===== src/rtl/excess3_serial_decoder.sv =====
// Bit-serial Excess-3 to BCD decoder: collects LSB-first 4-bit codes, subtracts 3,
// and presents DIGITS decoded digits as one packed word on a valid/ready output.
module excess3_serial_decoder #(
    parameter int DIGITS = 4
) (
    input  logic                  clk,
    input  logic                  rst,
    input  logic                  flush,
    input  logic                  in_valid,
    input  logic                  in_bit,
    output logic                  in_ready,
    output logic [4*DIGITS-1:0]   bcd_out,
    output logic                  out_valid,
    input  logic                  out_ready,
    output logic                  err,
    output logic                  busy
);

    // state   | meaning
    // COLLECT | accepting serial bits, assembling the word
    // HOLD    | complete word presented, waiting for out_ready

    localparam int DIG_W = (DIGITS > 1) ? $clog2(DIGITS) : 1;
    localparam logic [DIG_W-1:0] LAST_DIG = DIG_W'(DIGITS - 1);

    typedef enum logic {
        COLLECT,
        HOLD
    } state_t;

    state_t                state, state_n;
    logic [1:0]            bit_cnt, bit_cnt_n;
    logic [DIG_W-1:0]      dig_cnt, dig_cnt_n;
    logic [2:0]            shift_q, shift_n;
    logic [4*DIGITS-1:0]   word_q, word_n;
    logic                  sticky_q, sticky_n;
    logic [3:0]            code;

    always_ff @(posedge clk or posedge rst) begin
        if (rst) begin
            state    <= COLLECT;
            bit_cnt  <= '0;
            dig_cnt  <= '0;
            shift_q  <= '0;
            word_q   <= '0;
            sticky_q <= 1'b0;
        end else begin
            state    <= state_n;
            bit_cnt  <= bit_cnt_n;
            dig_cnt  <= dig_cnt_n;
            shift_q  <= shift_n;
            word_q   <= word_n;
            sticky_q <= sticky_n;
        end
    end

    always_comb begin
        state_n   = state;
        bit_cnt_n = bit_cnt;
        dig_cnt_n = dig_cnt;
        shift_n   = shift_q;
        word_n    = word_q;
        sticky_n  = sticky_q;
        // bits arrive LSB-first, so the three stored bits sit right-aligned below the 4th
        code      = {in_bit, shift_q};

        if (flush) begin
            state_n   = COLLECT;
            bit_cnt_n = '0;
            dig_cnt_n = '0;
            shift_n   = '0;
            sticky_n  = 1'b0;
        end else begin
            case (state)
                COLLECT: begin
                    if (in_valid) begin
                        if (bit_cnt == 2'd3) begin
                            if (code >= 4'd3 && code <= 4'd12) begin
                                word_n[4*dig_cnt +: 4] = code - 4'd3;
                            end else begin
                                word_n[4*dig_cnt +: 4] = 4'hF;
                                sticky_n = 1'b1;
                            end
                            bit_cnt_n = '0;
                            if (dig_cnt == LAST_DIG) begin
                                dig_cnt_n = '0;
                                state_n   = HOLD;
                            end else begin
                                dig_cnt_n = dig_cnt + DIG_W'(1);
                            end
                        end else begin
                            shift_n   = {in_bit, shift_q[2:1]};
                            bit_cnt_n = bit_cnt + 2'd1;
                        end
                    end
                end
                HOLD: begin
                    if (out_ready) begin
                        state_n  = COLLECT;
                        sticky_n = 1'b0;
                    end
                end
                default: state_n = COLLECT;
            endcase
        end
    end

    assign in_ready  = (state == COLLECT);
    assign out_valid = (state == HOLD);
    assign bcd_out   = word_q;
    assign err       = (state == HOLD) & sticky_q;
    assign busy      = (state == COLLECT) & ((bit_cnt != 2'd0) | (dig_cnt != '0));

endmodule


===== config.mk =====
export PLATFORM = sky130hd
export DESIGN_NAME = excess3_serial_decoder
export DESIGN_NICKNAME = d
export VERILOG_FILES = /design/src/rtl/excess3_serial_decoder.sv
export SDC_FILE = /design/constraint.sdc
export NUM_CORES = 1
export LEC_CHECK = 0
export BUFFER_PORTS_ARGS = -buffer_cell sky130_fd_sc_hd__buf_4
export CAP_MARGIN = 20
export CORE_MARGIN = 2
export CORE_UTILIZATION = 55
export CTS_BUF_LIST = sky130_fd_sc_hd__clkbuf_4 sky130_fd_sc_hd__clkbuf_8
export CTS_CLUSTER_SIZE = 12
export DETAILED_ROUTE_END_ITERATION = 8
export HOLD_SLACK_MARGIN = 0.08
export PLACE_DENSITY_LB_ADDON = 0.3
export SLEW_MARGIN = 20
export SYNTH_ARGS = -nofsm -noshare
export SYNTH_HDL_FRONTEND = slang
export SYNTH_SLANG_ARGS = --single-unit

===== constraint.sdc =====
create_clock -name clk -period 3 [get_ports clk]
set_clock_uncertainty 0.15 [all_clocks]
set_input_delay 0.15 -clock clk [delete_from_list [all_inputs] [get_ports clk]]
set_output_delay 0.15 -clock clk [all_outputs]
set_load 0.02 [all_outputs]

==> results_dict.tcl, run 1 <==
set metrics [dict create \
    outcome "finished clean" \
    gp_congestion 0.824 \
    grt_usage_pct 20.9 \
    diodes 0 \
    synth_warnings 0 \
    crit_path_start_kind "flip-flop" \
    path_max_fanout 6 \
    ant_nets 0 \
    synthArstFlopShare_pct 100 \
    cap_viol_max_count 0 \
    syn-num-nets 158 \
    power.leakage_nw 0.800 \
    rows 18 \
    die_y_microns 54.1 \
    max_freq_ghz 0.529 \
    tns_ps 0 \
    antenna_found_initial 0 \
    cts_buffers 3 \
    slew_viol_final 0 \
    grt-ovfl-total 0 \
    portBuffers 25 \
    viasPerCell 5.18 \
    core_area_sq_um 2430 \
    synth.distinct_cells 27 \
    routedWlPerCell_microns 12.7 \
    post_cts_resized 0 \
    synth_seq_cells 25 \
    drt_first_pass_iters 4 \
    first_iter_violations 19 \
    initial_utilization_pct 56.7 \
    finalSetupViolations 0 \
    r2r-start "dig_cnt[0]" \
    p_clk_share_pct 24.6 \
    power.internal_uw 473 \
    grt_pass1_vias 1009 \
    grt_setup_unrepaired "false" \
    hold_violations 0 \
    worstHoldPathType "in -> async" \
    synth-edff-count 0 \
    drive_above_1_share_pct 24.9 \
    vias 1051 \
    p_sw_uw 186 \
    tightest_slew_ps 428 \
    powerDensity_nw_per_um2 397 \
    critPathArrivalTime_ps 1990 \
    required_ps 3100 \
    nets 189 \
    p_comb_share_pct 20.0 \
    drc 0 \
    worstPathCellList "inv_1 > ha_1 > nor2b_1 > and3_1 > a21oi_1 > o21ai_0" \
    io_pins 26 \
    syn_inst 143 \
    post-dp-hpwl_mm 1.96 \
    clock_latency_ps 320 \
    ctsRootBufferMaster "clkbuf_4" \
    synth_flop_cell "dfrtp_1" \
    synthesis.area_sq_um 1380 \
    avgSynthCellArea_sq_um 9.65 \
    slowest_delay_ps 470 \
    cp-startpoint "dig_cnt[0]" \
    seqPwrFrac_pct 55.4 \
    vdd_drop_max_v 0.000335 \
    grt_first_pass_wirelength_mm 4.33 \
    clockBufferDepth 2 \
    period_share_pct 63.1 \
    drt_wl_total_mm 2.57 \
    cts_max_level 1 \
    slew-limit-headroom_pct 71.4 \
    swShare_pct 28.2 \
    cts.sinks 25 \
    cts_tree "built" \
    power_uw 659 \
    grt_max_degree 26 \
    crit_slowest_cell "dfrtp_1" \
    end_kind "flip-flop" \
    die-area_sq_um 2930 \
    path_class "reg -> reg" \
    syn_to_final_growth_pct 20.3 \
    ys_seq_area_share_pct 45.3 \
    min_period_ps 1890 \
    clk_pin_slew_ps 130 \
    die_w_microns 54.1 \
]
-- logic make-up after synthesis --
| group | synth area share (%) |
|---|---|
| DFF | 45.3 |
| xor gates and xnor gates | 1.90 |
| buffers and inverters | 6.26 |
| and+or+nand+nor | 17.1 |
| AOI/OAI and AO/OA | 19.8 |
| muxes | 1.45 |
| adders and majority gates | 8.16 |
-- sequential cells by signal (all words and copies together) (netlist names) --
signal / count
bcd_out: 16
bit_cnt: 2
dig_cnt: 2
out_valid: 1
shift_q: 3
sticky_q: 1
-- worst paths after layout --
| check | endpoint | cells after the start | slack (ps) |
|---|---|---|---|
| max | bcd_out[13] | 6 | 1110 |
| min | bcd_out[6] | 3 | 220 |
| max reg2reg | bcd_out[13] | 6 | 1110 |
| min reg2reg | bcd_out[12] | 2 | 350 |
| max in group asynchronous | bit_cnt[1] | 4 | 2060 |
| min in group clk | bcd_out[12] | 2 | 350 |
-- through the flow --
| stage | cells | hold slack, ps | instance area, sq um | setup slack, ps | utilization [%] |
|---|---|---|---|---|---|
| after floorplan | 143 | 27.3 | 1380 | 1350 | - |
| after global placement | 193 | 238 | 1550 | 1240 | 63.8 |
| after detailed placement | 193 | 243 | 1550 | 1150 | 63.8 |
| after CTS | 202 | 356 | 1630 | 1120 | 67.1 |
| after global routing | 203 | 265 | 1660 | 976 | 68.3 |
| final | 203 | 218 | 1660 | 1110 | 68.3 |
-- critical path: cells and delay by family, from the launching register on --
family,cells,cell delay (ps)
AOI/OAI and AO/OA,2,230
adders and majority gates,1,280
buffers and inverters,1,130
DFF,1,470
and+or+nand+nor,2,570
-- power by group through the flow --
stage	sequential, mW	clock [mW]	combinational, mW
after floorplan	0.388	0	0.0659
after global placement	0.371	0	0.121
after detailed placement	0.373	0	0.124
after CTS	0.366	0.166	0.129
after global routing	0.368	0.175	0.146
final	0.365	0.162	0.132
-- final cells by class --
class,count,area (sq um)
clock buffer,4,30.0
fill,198,772
timing repair buffer,31,265
multi-input combinational,104,668
tap,30,37.5
sequential,25,626
inverter,9,33.8
-- synthesized netlist by cell type, types with 2 or more instances --
master	instances	area share, %
o21ai_0	3	1.1
xnor2_1	2	1.3
inv_1	9	2.4
a21oi_2	9	5.7
o21a_1	2	1.1
and2_1	4	1.8
and3_1	3	1.4
nor2b_1	2	0.91
nand2_1	10	2.7
a31oi_1	4	1.8
mux2i_1	2	1.5
a21oi_1	17	6.2
buf_6	4	3.3
dfrtp_1	25	45
ha_1	9	8.2
nor2_1	27	7.3
-- layer usage --
metal | track usage (%) | routed length [microns] | up-vias | share of wire (%)
met2 | 35.0 | 1300 | 25 | 51
met5 | 0 | 0 | - | 0
met4 | 10.0 | 29 | 0 | 1.1
met1 | 26.5 | 1160 | 478 | 45
met3 | 2.78 | 80 | 4 | 3.1
li1 | - | - | 544 | -
-- cells in the final DEF, fill, tap and decap left out, drive strengths merged --
cell | Yosys | final
xor2 | 1 | 1
inv | 9 | 9
and3 | 3 | 3
clkbuf | 0 | 4
o211ai | 1 | 1
o21a | 2 | 2
nor2 | 27 | 27
a211oi | 1 | 1
a21oi | 26 | 26
nor3 | 1 | 1
and2 | 4 | 4
a2bb2oi | 1 | 1
o21ai | 4 | 4
and4bb | 1 | 1
a41oi | 1 | 1
dfrtp | 25 | 25
ha | 9 | 9
dlygate4sd3 | 0 | 5
xnor2 | 2 | 2
mux2i | 2 | 2
or3 | 1 | 1
a31oi | 4 | 4
nand2 | 10 | 10
buf | 5 | 26
nor2b | 2 | 2
nor3b | 1 | 1
-- repair_timing --
action                    4_1_cts  5_1_grt
setup buffers                   0        0
hold buffers                    5        0
hold endpoints to repair       34        0
Note: power is estimated with default switching activity, not from simulation.
==> run 2, diff against run 1 <==
- CORE_UTILIZATION: 55 -> 51
- clock period: 3 -> 1.7 ns (I/O delays scaled with it)
==> results_dict.tcl, run 2 (synthesized netlist as in run 1, its figures left out) <==
set metrics [dict create \
    outcome "finished clean" \
    grt_first_pass_wirelength_mm 4.91 \
    r2r-start "shift_q[0]" \
    grt_max_degree 26 \
    power_mw 1.17 \
    pre_cts_slack_ps 1.24 \
    end_kind "flip-flop" \
    fillCellCount 208 \
    period_share_pct 96.3 \
    postLayoutCoreUtil_pct 69.0 \
    grt_util_met3_pct 2.09 \
    max_freq_ghz 0.611 \
    viasPerCell 5.18 \
    ant_nets 0 \
    slew-limit-headroom_pct 73.6 \
    tightest_slew_ps 392 \
    hold_violations 0 \
    grtUsageMet2_pct 35.5 \
    grt_pass1_vias 1089 \
    setup_slack_ps 63.4 \
    cts_tree "built" \
    vias 1099 \
    routedWlPerCell_microns 13.3 \
    initial_utilization_pct 54.7 \
    die_w_microns 56.0 \
    cts_max_level 1 \
    drt_first_pass_iters 4 \
    clockBufferDepth 2 \
    crit_family "flip-flops" \
    post-dp-hpwl_mm 2.08 \
    die_y_microns 56.0 \
    nets 198 \
    die-area_sq_um 3140 \
    worstPathCellList "ha_2 > or3_4 > o21a_2 > a2bb2oi_1 > nor2_1" \
    cts.sinks 25 \
    r2r_setup_slack_ps 60 \
    multi_input_area_sq_um 702 \
    grtUsageMet1_pct 23.4 \
    reg2regPathDepth 5 \
    worstHoldPathType "in -> async" \
    cts_buffers 3 \
    min_period_ps 1640 \
    crit_slowest_cell "dfrtp_1" \
    power.leakage_nw 0.836 \
    slew_viol_final 0 \
    first_iter_violations 13 \
    path_max_fanout 4 \
    clock_latency_ps 320 \
    grt_busiest_layer "met2" \
    clk_pin_slew_ps 130 \
    drc 0 \
    gp_congestion 0.854 \
    tns_ps 0 \
    crit_path_start_kind "flip-flop" \
    diodes 0 \
    grt-ovfl-total 0 \
    drive_above_1_share_pct 34.6 \
    portBuffers 25 \
    largest_reg_flops 16 \
    rows 18 \
    cap_viol_max_count 0 \
    io_pins 26 \
    grt_usage_pct 19.7 \
    path_class "reg -> reg" \
    syn_to_final_growth_pct 26.2 \
    layout_common_cells "buf_4 (35), nor2_1 (27), dfrtp_1 (25)" \
    slowest_delay_ps 440 \
    vdd_drop_max_v 0.000562 \
    drt_wl_total_mm 2.83 \
    final_common_cell "buf_4" \
    required_ps 1810 \
    worst-path-buf-inv 0 \
    antenna_found_initial 0 \
    r2r_end "sticky_q" \
    ctsRootBufferMaster "clkbuf_4" \
    powerDensity_nw_per_um2 670 \
    critPathArrivalTime_ps 1750 \
    core_area_sq_um 2520 \
    finalSetupViolations 0 \
    regArea_sq_um 626 \
]
==> run 2: changes by cell type in the layout (fill, tap and decap cells not counted), sizes merged <==
cell  delta
buf      +9
==> run 2: timing repair <==
action                                 4_1_cts  5_1_grt
hold buffers                                 5        0
setup endpoints to repair                    2       20
resized for setup                            2       12
setup buffers                                1        0
endpoints found under the hold margin       34        0
pin swaps                                    0        1
==> run 2: power breakdown <==
part           internal [mW]  total, mW  switching (mW)
sequential             0.625      0.645          0.0200
clock                  0.108      0.284           0.176
combinational          0.104      0.238           0.134
==> run 2: worst register-to-register path: stages (launching register included) <==
cell and delay [ps]:
dfrtp_1 440, ha_2 220, or3_4 360, o21a_2 180
a2bb2oi_1 160, nor2_1 80
==> run 2: through the flow <==
step / cells / hold slack (ps) / area [sq um]
after floorplan: 143 / -37.7 / 1380
after global placement: 202 / 5.89 / 1620
after detailed placement: 202 / 21.8 / 1620
after CTS: 212 / 205 / 1710
after global routing: 212 / 249 / 1740
final: 212 / 204 / 1740
==> run 2: final cells by class <==
cell class / instances / share of cell area, %
Clock buffer: 4 / 1.72
Inverter: 9 / 1.94
Multi-Input combinational cell: 104 / 40.3
Sequential cell: 25 / 35.9
Tap cell: 30 / 2.16
Timing Repair Buffer: 40 / 18.0
==> run 2: worst max-delay path by stage <==
stage	from	end	cells after the start
6_report	shift_q[0]	sticky_q	5
3_5_place_dp	shift_q[0]	sticky_q	5
4_1_cts	dig_cnt[0]	bcd_out[13]	6
5_1_grt	shift_q[0]	sticky_q	5
3_3_place_gp	shift_q[0]	sticky_q	5
2_1_floorplan	dig_cnt[0]	bcd_out[10]	6
==> run 2: metal layers <==
layer	vias to the layer above	routed length, microns
li1	559	-
met1	506	1270
met2	26	1400
met3	8	100
met4	0	61
met5	-	0
